### src/rtl/tpu_systolic_sequencer_if.sv
// Host/array-side signal bundle for tpu_systolic_sequencer.
// The host drives the master modport and the sequencer uses the slave modport.
interface tpu_systolic_sequencer_if #(
  parameter int bit_width = 8
);
  logic                   start;
  logic [7:0]             num_vecs;
  logic                   w_valid;
  logic                   w_ready;
  logic [4*bit_width-1:0] w_row;
  logic                   a_valid;
  logic                   a_ready;
  logic [4*bit_width-1:0] a_vec;
  logic                   ld_w_en;
  logic [1:0]             ld_w_id;
  logic [4*bit_width-1:0] w_out;
  logic [4*bit_width-1:0] a_out;
  logic [3:0]             res_valid;
  logic                   busy;
  logic                   done;

  modport master (
    output start, num_vecs, w_valid, w_row, a_valid, a_vec,
    input  w_ready, a_ready, ld_w_en, ld_w_id, w_out, a_out, res_valid, busy, done
  );

  modport slave (
    input  start, num_vecs, w_valid, w_row, a_valid, a_vec,
    output w_ready, a_ready, ld_w_en, ld_w_id, w_out, a_out, res_valid, busy, done
  );
endinterface

### src/rtl/tpu_systolic_sequencer.sv
// Weight-load / skewed-activation feed sequencer for a 4x4 weight-stationary array.
// Optional TPU_SEQ_PERF_EN adds saturating busy-cycle and stall counters.
module tpu_seq_lane #(
  parameter int W    = 8,
  parameter int SKEW = 1,
  parameter int LAT  = 4
) (
  input  logic         clk,
  input  logic         rst,
  input  logic [W-1:0] d,
  input  logic         tag,
  output logic [W-1:0] q,
  output logic         res_vld
);
  localparam int STAGES = SKEW + LAT;

  logic [SKEW:1][W-1:0] dpipe;
  logic [STAGES:1]      vld_pipe;

  // dpipe[1] is the newest stage; data leaves from dpipe[SKEW]
  if (SKEW == 1) begin : g_one
    always_ff @(posedge clk)
      if (rst) dpipe <= '0;
      else     dpipe <= d;
  end else begin : g_many
    always_ff @(posedge clk)
      if (rst) dpipe <= '0;
      else     dpipe <= {dpipe[SKEW-1:1], d};
  end

  always_ff @(posedge clk)
    if (rst) vld_pipe <= '0;
    else     vld_pipe <= {vld_pipe[STAGES-1:1], tag};

  assign q       = dpipe[SKEW];
  assign res_vld = vld_pipe[STAGES];
endmodule

module tpu_systolic_sequencer #(
  parameter int bit_width = 8,
  parameter int ARRAY_LAT = 4
) (
`ifdef TPU_SEQ_PERF_EN
  output logic [15:0] perf_cycles,
  output logic [15:0] perf_stalls,
`endif
  input  logic clk,
  input  logic rst,
  tpu_systolic_sequencer_if.slave bus
);
  localparam int NUM_LANES = 4;
  localparam int VEC_W     = bit_width;
  localparam int DW        = $clog2(ARRAY_LAT + 5);
  localparam logic [DW-1:0] DRAIN_LAST = DW'(ARRAY_LAT + 4);

  localparam logic [2:0] S_IDLE   = 3'd0;
  localparam logic [2:0] S_LOAD_W = 3'd1;
  localparam logic [2:0] S_STREAM = 3'd2;
  localparam logic [2:0] S_DRAIN  = 3'd3;
  localparam logic [2:0] S_DONE   = 3'd4;

  logic [2:0]    state;
  logic [7:0]    vec_cnt, acc_cnt;
  logic [1:0]    row_cnt;
  logic [DW-1:0] drain_cnt;
  logic          w_fire, a_fire;
  logic          ld_w_en_q;
  logic [1:0]    ld_w_id_q;
  logic [NUM_LANES-1:0][VEC_W-1:0] w_out_q, lane_in, lane_out;
  logic [NUM_LANES-1:0]            res_vld;

  assign w_fire  = bus.w_valid && (state == S_LOAD_W);
  assign a_fire  = bus.a_valid && (state == S_STREAM);
  // Idle slots in the stream still shift zeros with a cleared tag
  assign lane_in = a_fire ? bus.a_vec : '0;

  always_ff @(posedge clk) begin
    if (rst) begin
      state     <= S_IDLE;
      vec_cnt   <= '0;
      acc_cnt   <= '0;
      row_cnt   <= '0;
      drain_cnt <= '0;
    end else begin
      drain_cnt <= '0;
      case (state)
        S_IDLE: if (bus.start) begin
          vec_cnt <= bus.num_vecs;
          row_cnt <= '0;
          acc_cnt <= '0;
          state   <= S_LOAD_W;
        end
        S_LOAD_W: if (w_fire) begin
          row_cnt <= row_cnt + 2'd1;
          if (row_cnt == 2'd3) state <= (vec_cnt != 8'd0) ? S_STREAM : S_DRAIN;
        end
        S_STREAM: if (a_fire) begin
          acc_cnt <= acc_cnt + 8'd1;
          if (acc_cnt + 8'd1 == vec_cnt) state <= S_DRAIN;
        end
        S_DRAIN: begin
          drain_cnt <= drain_cnt + DW'(1);
          if (drain_cnt == DRAIN_LAST) state <= S_DONE;
        end
        S_DONE:  state <= S_IDLE;
        default: state <= S_IDLE;
      endcase
    end
  end

  always_ff @(posedge clk) begin
    if (rst) begin
      ld_w_en_q <= 1'b0;
      ld_w_id_q <= '0;
      w_out_q   <= '0;
    end else begin
      ld_w_en_q <= w_fire;
      if (w_fire) begin
        ld_w_id_q <= row_cnt;
        w_out_q   <= bus.w_row;
      end
    end
  end

  // Lane k sits k+1 stages behind the input; its tag rides ARRAY_LAT further
  for (genvar k = 0; k < NUM_LANES; k++) begin : g_lane
    tpu_seq_lane #(.W(VEC_W), .SKEW(k + 1), .LAT(ARRAY_LAT)) u_lane (
      .clk     (clk),
      .rst     (rst),
      .d       (lane_in[k]),
      .tag     (a_fire),
      .q       (lane_out[k]),
      .res_vld (res_vld[k])
    );
  end

  assign bus.w_ready   = (state == S_LOAD_W);
  assign bus.a_ready   = (state == S_STREAM);
  assign bus.ld_w_en   = ld_w_en_q;
  assign bus.ld_w_id   = ld_w_id_q;
  assign bus.w_out     = w_out_q;
  assign bus.a_out     = lane_out;
  assign bus.res_valid = res_vld;
  assign bus.busy      = (state != S_IDLE);
  assign bus.done      = (state == S_DONE);

`ifdef TPU_SEQ_PERF_EN
  logic stall;
  assign stall = ((state == S_LOAD_W) && !bus.w_valid) || ((state == S_STREAM) && !bus.a_valid);

  always_ff @(posedge clk) begin
    if (rst || ((state == S_IDLE) && bus.start)) begin
      perf_cycles <= '0;
      perf_stalls <= '0;
    end else begin
      if ((state != S_IDLE) && (perf_cycles != 16'hFFFF)) perf_cycles <= perf_cycles + 16'd1;
      if (stall && (perf_stalls != 16'hFFFF))            perf_stalls <= perf_stalls + 16'd1;
    end
  end
`endif
endmodule

### src/flat_wrapper.sv
// flat-port wrapper written by rule: the top's interface ports become plain ports
module tpu_systolic_sequencer_flat 
#(
  parameter int bit_width = 8,
  parameter int ARRAY_LAT = 4
)
  (clk, rst, bus_start, bus_num_vecs, bus_w_valid, bus_w_row, bus_a_valid, bus_a_vec, bus_w_ready, bus_a_ready, bus_ld_w_en, bus_ld_w_id, bus_w_out, bus_a_out, bus_res_valid, bus_busy, bus_done);
  tpu_systolic_sequencer_if #(.bit_width(bit_width)) bus_i ();
  input  logic clk;
  input  logic rst;
  input wire logic [$bits(bus_i.start)-1:0] bus_start;
  input wire logic [$bits(bus_i.num_vecs)-1:0] bus_num_vecs;
  input wire logic [$bits(bus_i.w_valid)-1:0] bus_w_valid;
  input wire logic [$bits(bus_i.w_row)-1:0] bus_w_row;
  input wire logic [$bits(bus_i.a_valid)-1:0] bus_a_valid;
  input wire logic [$bits(bus_i.a_vec)-1:0] bus_a_vec;
  output wire logic [$bits(bus_i.w_ready)-1:0] bus_w_ready;
  output wire logic [$bits(bus_i.a_ready)-1:0] bus_a_ready;
  output wire logic [$bits(bus_i.ld_w_en)-1:0] bus_ld_w_en;
  output wire logic [$bits(bus_i.ld_w_id)-1:0] bus_ld_w_id;
  output wire logic [$bits(bus_i.w_out)-1:0] bus_w_out;
  output wire logic [$bits(bus_i.a_out)-1:0] bus_a_out;
  output wire logic [$bits(bus_i.res_valid)-1:0] bus_res_valid;
  output wire logic [$bits(bus_i.busy)-1:0] bus_busy;
  output wire logic [$bits(bus_i.done)-1:0] bus_done;
  assign bus_i.start = bus_start;
  assign bus_i.num_vecs = bus_num_vecs;
  assign bus_i.w_valid = bus_w_valid;
  assign bus_i.w_row = bus_w_row;
  assign bus_i.a_valid = bus_a_valid;
  assign bus_i.a_vec = bus_a_vec;
  assign bus_w_ready = bus_i.w_ready;
  assign bus_a_ready = bus_i.a_ready;
  assign bus_ld_w_en = bus_i.ld_w_en;
  assign bus_ld_w_id = bus_i.ld_w_id;
  assign bus_w_out = bus_i.w_out;
  assign bus_a_out = bus_i.a_out;
  assign bus_res_valid = bus_i.res_valid;
  assign bus_busy = bus_i.busy;
  assign bus_done = bus_i.done;
  tpu_systolic_sequencer #(.bit_width(bit_width), .ARRAY_LAT(ARRAY_LAT)) u_core (.clk(clk), .rst(rst), .bus(bus_i));
endmodule
### config.mk
export PLATFORM = sky130hd
export DESIGN_NAME = tpu_systolic_sequencer_flat
export DESIGN_NICKNAME = d
export VERILOG_FILES = /design/src/rtl/tpu_systolic_sequencer_if.sv /design/src/rtl/tpu_systolic_sequencer.sv /design/src/flat_wrapper.sv
export SDC_FILE = /design/constraint.sdc
export NUM_CORES = 1
export LEC_CHECK = 0
export ABC_CLOCK_PERIOD_IN_PS = 2600
export CORE_UTILIZATION = 49
export DETAILED_ROUTE_END_ITERATION = 12
export PLACE_DENSITY = 0.92
export SETUP_SLACK_MARGIN = 0.3
export SLEW_MARGIN = 25
export SYNTH_ARGS = -nofsm -noshare
export SYNTH_HDL_FRONTEND = slang
export SYNTH_HIERARCHICAL = 1
export SYNTH_SLANG_ARGS = --single-unit
### constraint.sdc
create_clock -name clk -period 2.6 [get_ports clk]
set_clock_uncertainty 0.15 [all_clocks]
set_input_delay 0.78 -clock clk [delete_from_list [all_inputs] [get_ports clk]]
set_output_delay 0.78 -clock clk [all_outputs]
set_load 0.02 [all_outputs]
# [Word level (Yosys, flattened, before mapping)]
# Index checks and enable logic that the tools add are counted.
# W data, S select, Z words.
[word_totals] reg_bits=166 out_inout_bits=75 elab_cells=70
[classes] add_sub_neg=3 n_eq_ne=13 mux=14 n_bitwise=2 n_reduce_logical=13
[ops] operator="$mux W3" count=6
[ops] operator="$mux W8" count=2
[ops] operator="$pmux W8 S2" count=1
[ops] operator="$pmux W3 S4" count=1
[ops] operator="$ne A2 B1 Y1 const B" count=5
[ops] operator="$add A8 B1 Y8 const B" count=1
[ops] operator="$eq A8 B8 Y1" count=1
[ops] operator="$reduce_bool A8 Y1" count=1
[ops] operator="$eq A3 B2 Y1 const B" count=2
[ops] operator="$reduce_and A3 Y1" count=2
[ops] operator="$reduce_and A6 Y1" count=1
[ops] operator="$add A4 B1 Y4 const B" count=1
[ops] operator="$eq A4 B4 Y1 const B" count=1
[ops] operator="$mux W2" count=2
[ops] operator="$pmux W2 S2" count=1
[ops] operator="$reduce_bool A2 Y1" count=2
[ops] operator="$reduce_or A2 Y1" count=2
[ops] operator="$eq A3 B1 Y1 const B" count=1
[ops] operator="$eq A3 B3 Y1 const B" count=1
[ops] operator="$logic_not A3 Y1" count=1
[ops] operator="$reduce_bool A3 Y1" count=1
[ops] operator="$add A2 B1 Y2 const B" count=1
[ops] operator="$eq A2 B2 Y1 const B" count=1
[ops] operator="$logic_and A1 B1 Y1" count=2
[ops] operator="4 further kinds" count=5

# [Logic depth before layout (Yosys ltp)]
[logic_depth] ltp_word=5 depth_mapped=7

# [Modules after synthesis]
# Netlist, hierarchy kept.
[modules_own_cells] module="tpu_systolic_sequencer" instances=1 cells_each=355 area_per_inst_um2=2751.4 seq_area_each_um2=1201.2
[modules_own_cells] module="tpu_seq_lane (u_core.g_lane[3].u_lane)" instances=1 cells_each=92 area_per_inst_um2=1216.2 seq_area_each_um2=800.8
[modules_own_cells] module="tpu_seq_lane (u_core.g_lane[2].u_lane)" instances=1 cells_each=73 area_per_inst_um2=908.4 seq_area_each_um2=620.6
[modules_own_cells] module="tpu_seq_lane (u_core.g_lane[1].u_lane)" instances=1 cells_each=54 area_per_inst_um2=700.7 seq_area_each_um2=440.4
[modules_own_cells] module="tpu_seq_lane (u_core.g_lane[0].u_lane)" instances=1 cells_each=27 area_per_inst_um2=395.4 seq_area_each_um2=260.2

# [Least setup slack after synthesis]
# OpenSTA, ideal clock, no wires.
[synth_path] path_kind="register to register" from="register u_core.acc_cnt[0]" to="register u_core.state[0]" setup_time_ns=0.084 arrival_time_ns=1.779 required_time_ns=2.366 setup_slack_ns=0.587 stages_incl_launch_ff=7 n_path_buf=0 cell_sequence="dfxtp_1 -> ha_1 -> xor2_1 -> a211oi_2 -> o211ai_1 -> or4b_1 -> o31ai_2"
[synth_between] elab_chain_cells=4
[synth_rtl] element="start: declaration" line="tpu_systolic_sequencer.sv:63" rtl="logic [7:0] vec_cnt, acc_cnt;"
[synth_rtl] element="start signal: assignment" line="tpu_systolic_sequencer.sv:98" rtl="acc_cnt <= acc_cnt + 8'd1;"
[synth_rtl] element="$add A8 B1 Y8" line="tpu_systolic_sequencer.sv:99" rtl="if (acc_cnt + 8'd1 == vec_cnt) state <= S_DRAIN;"
[synth_rtl] element="$eq A8 B8 Y1" line="tpu_systolic_sequencer.sv:99"
[synth_rtl] element="$ne A2 B1 Y1 (no line)"
[synth_rtl] element="$reduce_and A6 Y1 (no line)"
[synth_rtl] element="end signal: assignment" line="tpu_systolic_sequencer.sv:95" rtl="if (row_cnt == 2'd3) state <= (vec_cnt != 8'd0) ? S_STREAM : S_DRAIN;"
[synth_rtl] element="end: declaration" line="tpu_systolic_sequencer.sv:62" rtl="logic [2:0] state;"
# Every way passes these cells.
# A chain may end at the register's enable or synchronous reset.

# [Worst setup path in the final report]
[layout_path] from="input bus_w_valid" to="register u_core.state[0]"
[layout_between] elab_chain_cells=3
[layout_rtl] element="start: declaration" line="flat_wrapper.sv:13" rtl="input wire logic [$bits(bus_i.w_valid)-1:0] bus_w_valid;"
[layout_rtl] element="$logic_and A1 B1 Y1" line="tpu_systolic_sequencer.sv:72" rtl="assign w_fire = bus.w_valid && (state == S_LOAD_W);"
[layout_rtl] element="$ne A2 B1 Y1 (no line)"
[layout_rtl] element="$reduce_and A6 Y1 (no line)"
# Every way passes these cells.

==> flow_summary.ini <==
[final_layout]
multi_input_area_um2 = 2310
regArea_um2 = 3330
fillerInstances = 849
fin_nets = 806
diodes = 0
drive_gt1_frac = 0.167
syn_to_final_growth_pct = 34.6

[cts]
clock_path_buffers = 2
htree_levels = 4
clk_root_buffer_cell = clkbuf_16
clkLatencyLatePin_ns = 0.41
postCtsSetupBuffers = 0
hold_buffers = 0
path_clk_slew_ns = 0.06
cts_made_buffers = 17
cts_tree = done
cts_sinks = 166

[pwr]
pwr_density_cell_nw_per_um2 = 693
ir_drop_mv = 0.352
p_leak_nw = 3.41

[worst_setup_path]
reg2reg_slack_ns = 0.40
cpPeakStageDelay_ns = 0.53
startpoint = bus_w_valid
cp.required_ns = 2.77
cp_max_fo = 3
crit_end = u_core/state[0]
critPathCaptureType = flip-flop
rr_worst_depth = 5
arrival_ns = 2.45
path_cells = clkdlybuf4s50_1, and3b_1, a211o_2, o21ai_2, or4b_4, o31ai_4
critical_path_class = in -> reg
rr_endpoint = u_core/state[0]
critPathSlowestCell = or4b_4
start_kind = input port
rr_startpoint = u_core/vec_cnt[2]

[yosys]
netlist_area_um2 = 5970
yosys.area_share.simple = 0.286
async_reset_ff_frac = 0
syn_avg_cell_area_um2 = 9.94
yosys_most_used_dff = dfxtp_1
yosysSeqAreaShare = 0.556
synth_compound_area_frac = 0.0685
syn-instance-count = 601
yosysUniqueCellTypes = 50
synth_xor_area_frac = 0.0132
synth_top_family_by_area = simple AND/OR/NAND/NOR gates
synthAdderAreaFrac = 0.00838
ys_warn_count = 6
syn-num-nets = 682
synth_seq_cells = 166
synth_edf_count = 0
muxShareOfSynthArea = 0.00356

[sta]
tns_ns = 0
tightestPinTransition_ns = 0.613
finalHoldViolations = 0
min_period_ns = 2.28
setup-violations-final = 0
rsz0062_at_grt = yes
holdWs_ns = 0.284
max_freq_mhz = 439
slew_viol_final = 0
max-slew-margin-rel = 0.591
fin_crit_sh = 0.877

[global_route]
antenna_found_initial = 0
met1_usage = 0.230
grt_pass1_wl_mm = 20.9
use_met2 = 0.374
grt_overflow = 0
grt_start_max_net_pins = 113
grt_pass1_vias = 4522
top_usage_layer = met2
grt_use_total = 0.210
met3_usage = 0.0670

[drt]
avgViaCountPerCell = 4.97
drcViolationCount = 0
first_pass_iters = 5
vias = 4377
drt-total-wl_mm = 12.6
drtAntennaViolNets = 0
wl_per_cell_um = 14.3
drtIter0Drc = 251

[die]
ios = 152
dieArea_um2 = 12600
die_w_um = 112
core_area_um2 = 11700
row_count = 39
die_height_um = 112
initial_core_util = 0.512

[placed_design]
io_buffer_count = 151
place_congestion = 0.876
dpl.hpwl_mm = 8.34

[run]
drv_cap = 0

[hold_path]
hp-class = reg -> reg

[run_status]
outcome = completed
state kept, by name, summed over array words and instances (netlist names):
signal,cells
u_core/row_cnt,2
u_core/g_lane.u_lane/dpipe,48
u_core/g_lane.u_lane/q,32
u_core/bus.ld_w_id,2
u_core/bus.ld_w_en,1
u_core/acc_cnt,8
u_core/bus.w_out,32
u_core/vec_cnt,8
u_core/state,3
u_core/g_lane.u_lane/vld_pipe,26
u_core/drain_cnt,4
worst max-delay path: cells and delay by family:
kind	cells	cell delay (ns)
buffers and inverters	1	0.50
AND/OR/NAND/NOR	2	0.74
AO/OA/AOI/OAI	3	0.43
cells in the mapped netlist (2+ instances only):
cell type    n  share of area
and3b_1      2         0.0029
nand2_1     93          0.058
nor3_1       3         0.0025
xor2_1       5         0.0073
a21oi_1     55          0.046
buf_6        7          0.013
nor2_1      15         0.0094
nor2b_1     49          0.051
xnor2_1      4         0.0059
or2_2        2         0.0021
nor3b_1      4         0.0050
buf_4       24          0.030
dfxtp_1    166           0.56
clkbuf_1    14         0.0088
nor2b_4      2         0.0046
or3_1        2         0.0021
nor2b_2     53          0.078
and2b_1      2         0.0025
and2_1      37          0.039
ha_1         4         0.0084
nand2b_1     2         0.0021
o21ai_0      7         0.0059
inv_1        6         0.0038
and2b_2      3         0.0044
clkbuf_4     4         0.0050
nor4_1       2         0.0021
nand4_1      3         0.0031
buf_2        4         0.0034
nand3_1      6         0.0050
report_power, final:
group          total, mW  leakage [nW]  switching (mW)  internal [mW]
logic              0.438          1.77           0.228          0.211
registers           2.62          1.34          0.0316           2.59
clock network       2.51         0.291           0.996           1.52
kinds of logic (layout without fill, tap and decap cells):
logic type / after synthesis / in the layout
muxes: 2 / 2
xor gates and xnor gates: 9 / 9
AOI/OAI and AO/OA: 73 / 73
DFF: 166 / 166
and+or+nand+nor: 288 / 288
adders and majority gates: 4 / 4
buffers and inverters: 59 / 196
what timing repair did:
item,in CTS,in global routing
pin swaps,0,3
resized for setup,55,21
endpoints found under the setup margin,38,18
final cells by class:
class                      instances  share of cell area
clock buffer                      18              0.0534
inverter                           6             0.00280
sequential                       166               0.414
timing repair buffer             158               0.199
clock inverter                    14              0.0215
multi-input combinational        376               0.287
tap                              143              0.0223
worst min path at each step:
stage	startpoint	to	slack, ns	depth (start not counted)
floorplan	u_core/g_lane[1].u_lane/vld_pipe[5]	u_core/g_lane[1].u_lane/vld_pipe[6]	0.26	1
global placement	u_core/g_lane[3].u_lane/dpipe[7]	u_core/g_lane[3].u_lane/dpipe[15]	0.27	1
detailed placement	u_core/g_lane[2].u_lane/dpipe[2]	u_core/g_lane[2].u_lane/dpipe[10]	0.27	1
CTS	u_core/g_lane[2].u_lane/dpipe[2]	u_core/g_lane[2].u_lane/dpipe[10]	0.29	1
global route	u_core/g_lane[2].u_lane/dpipe[2]	u_core/g_lane[2].u_lane/dpipe[10]	0.30	1
finish	u_core/g_lane[2].u_lane/vld_pipe[3]	u_core/g_lane[2].u_lane/vld_pipe[4]	0.28	1
cell usage in the layout (no fill, tap or decap), types with 3 or more instances in the layout:
cell type        instances
dfxtp_1                162
nand4_1                  3
nor3_1                   3
clkinv_4                 3
nor2b_2                 53
buf_12                   4
and2_1                  37
dlygate4sd2_1           34
clkinv_2                 3
dfxtp_2                  4
buf_4                    5
ha_1                     3
nand2_1                 93
o21ai_0                  7
xnor2_1                  4
nor3b_1                  3
a21oi_1                 55
clkdlybuf4s50_1         99
clkbuf_16               17
nor2_1                  14
and2b_2                  3
nand3_1                  6
dlymetal6s2s_1          13
nor2b_1                 49
inv_1                    6
xor2_1                   5
inv_6                    3
bufinv_16                3
per-stage QoR:
stage	utilization	setup WS (ns)	cell area, um^2	power [mW]	cells
floorplan	-	0.587	5970	2.88	601
global placement	0.635	0.0524	7400	3.10	849
detailed placement	0.635	0.000582	7400	3.11	849
CTS	0.683	0.301	7960	5.63	881
global route	0.689	0.286	8040	5.79	881
finish	0.689	0.321	8040	5.57	881
per-layer routing:
layer | share of wire | up-vias | routed length [um]
li1 | - | 2144 | -
met1 | 0.40 | 2028 | 5000
met2 | 0.51 | 176 | 6480
met3 | 0.070 | 29 | 889
met4 | 0.021 | 0 | 265
met5 | 0 | - | 0
(Power assumes the default switching activity.)
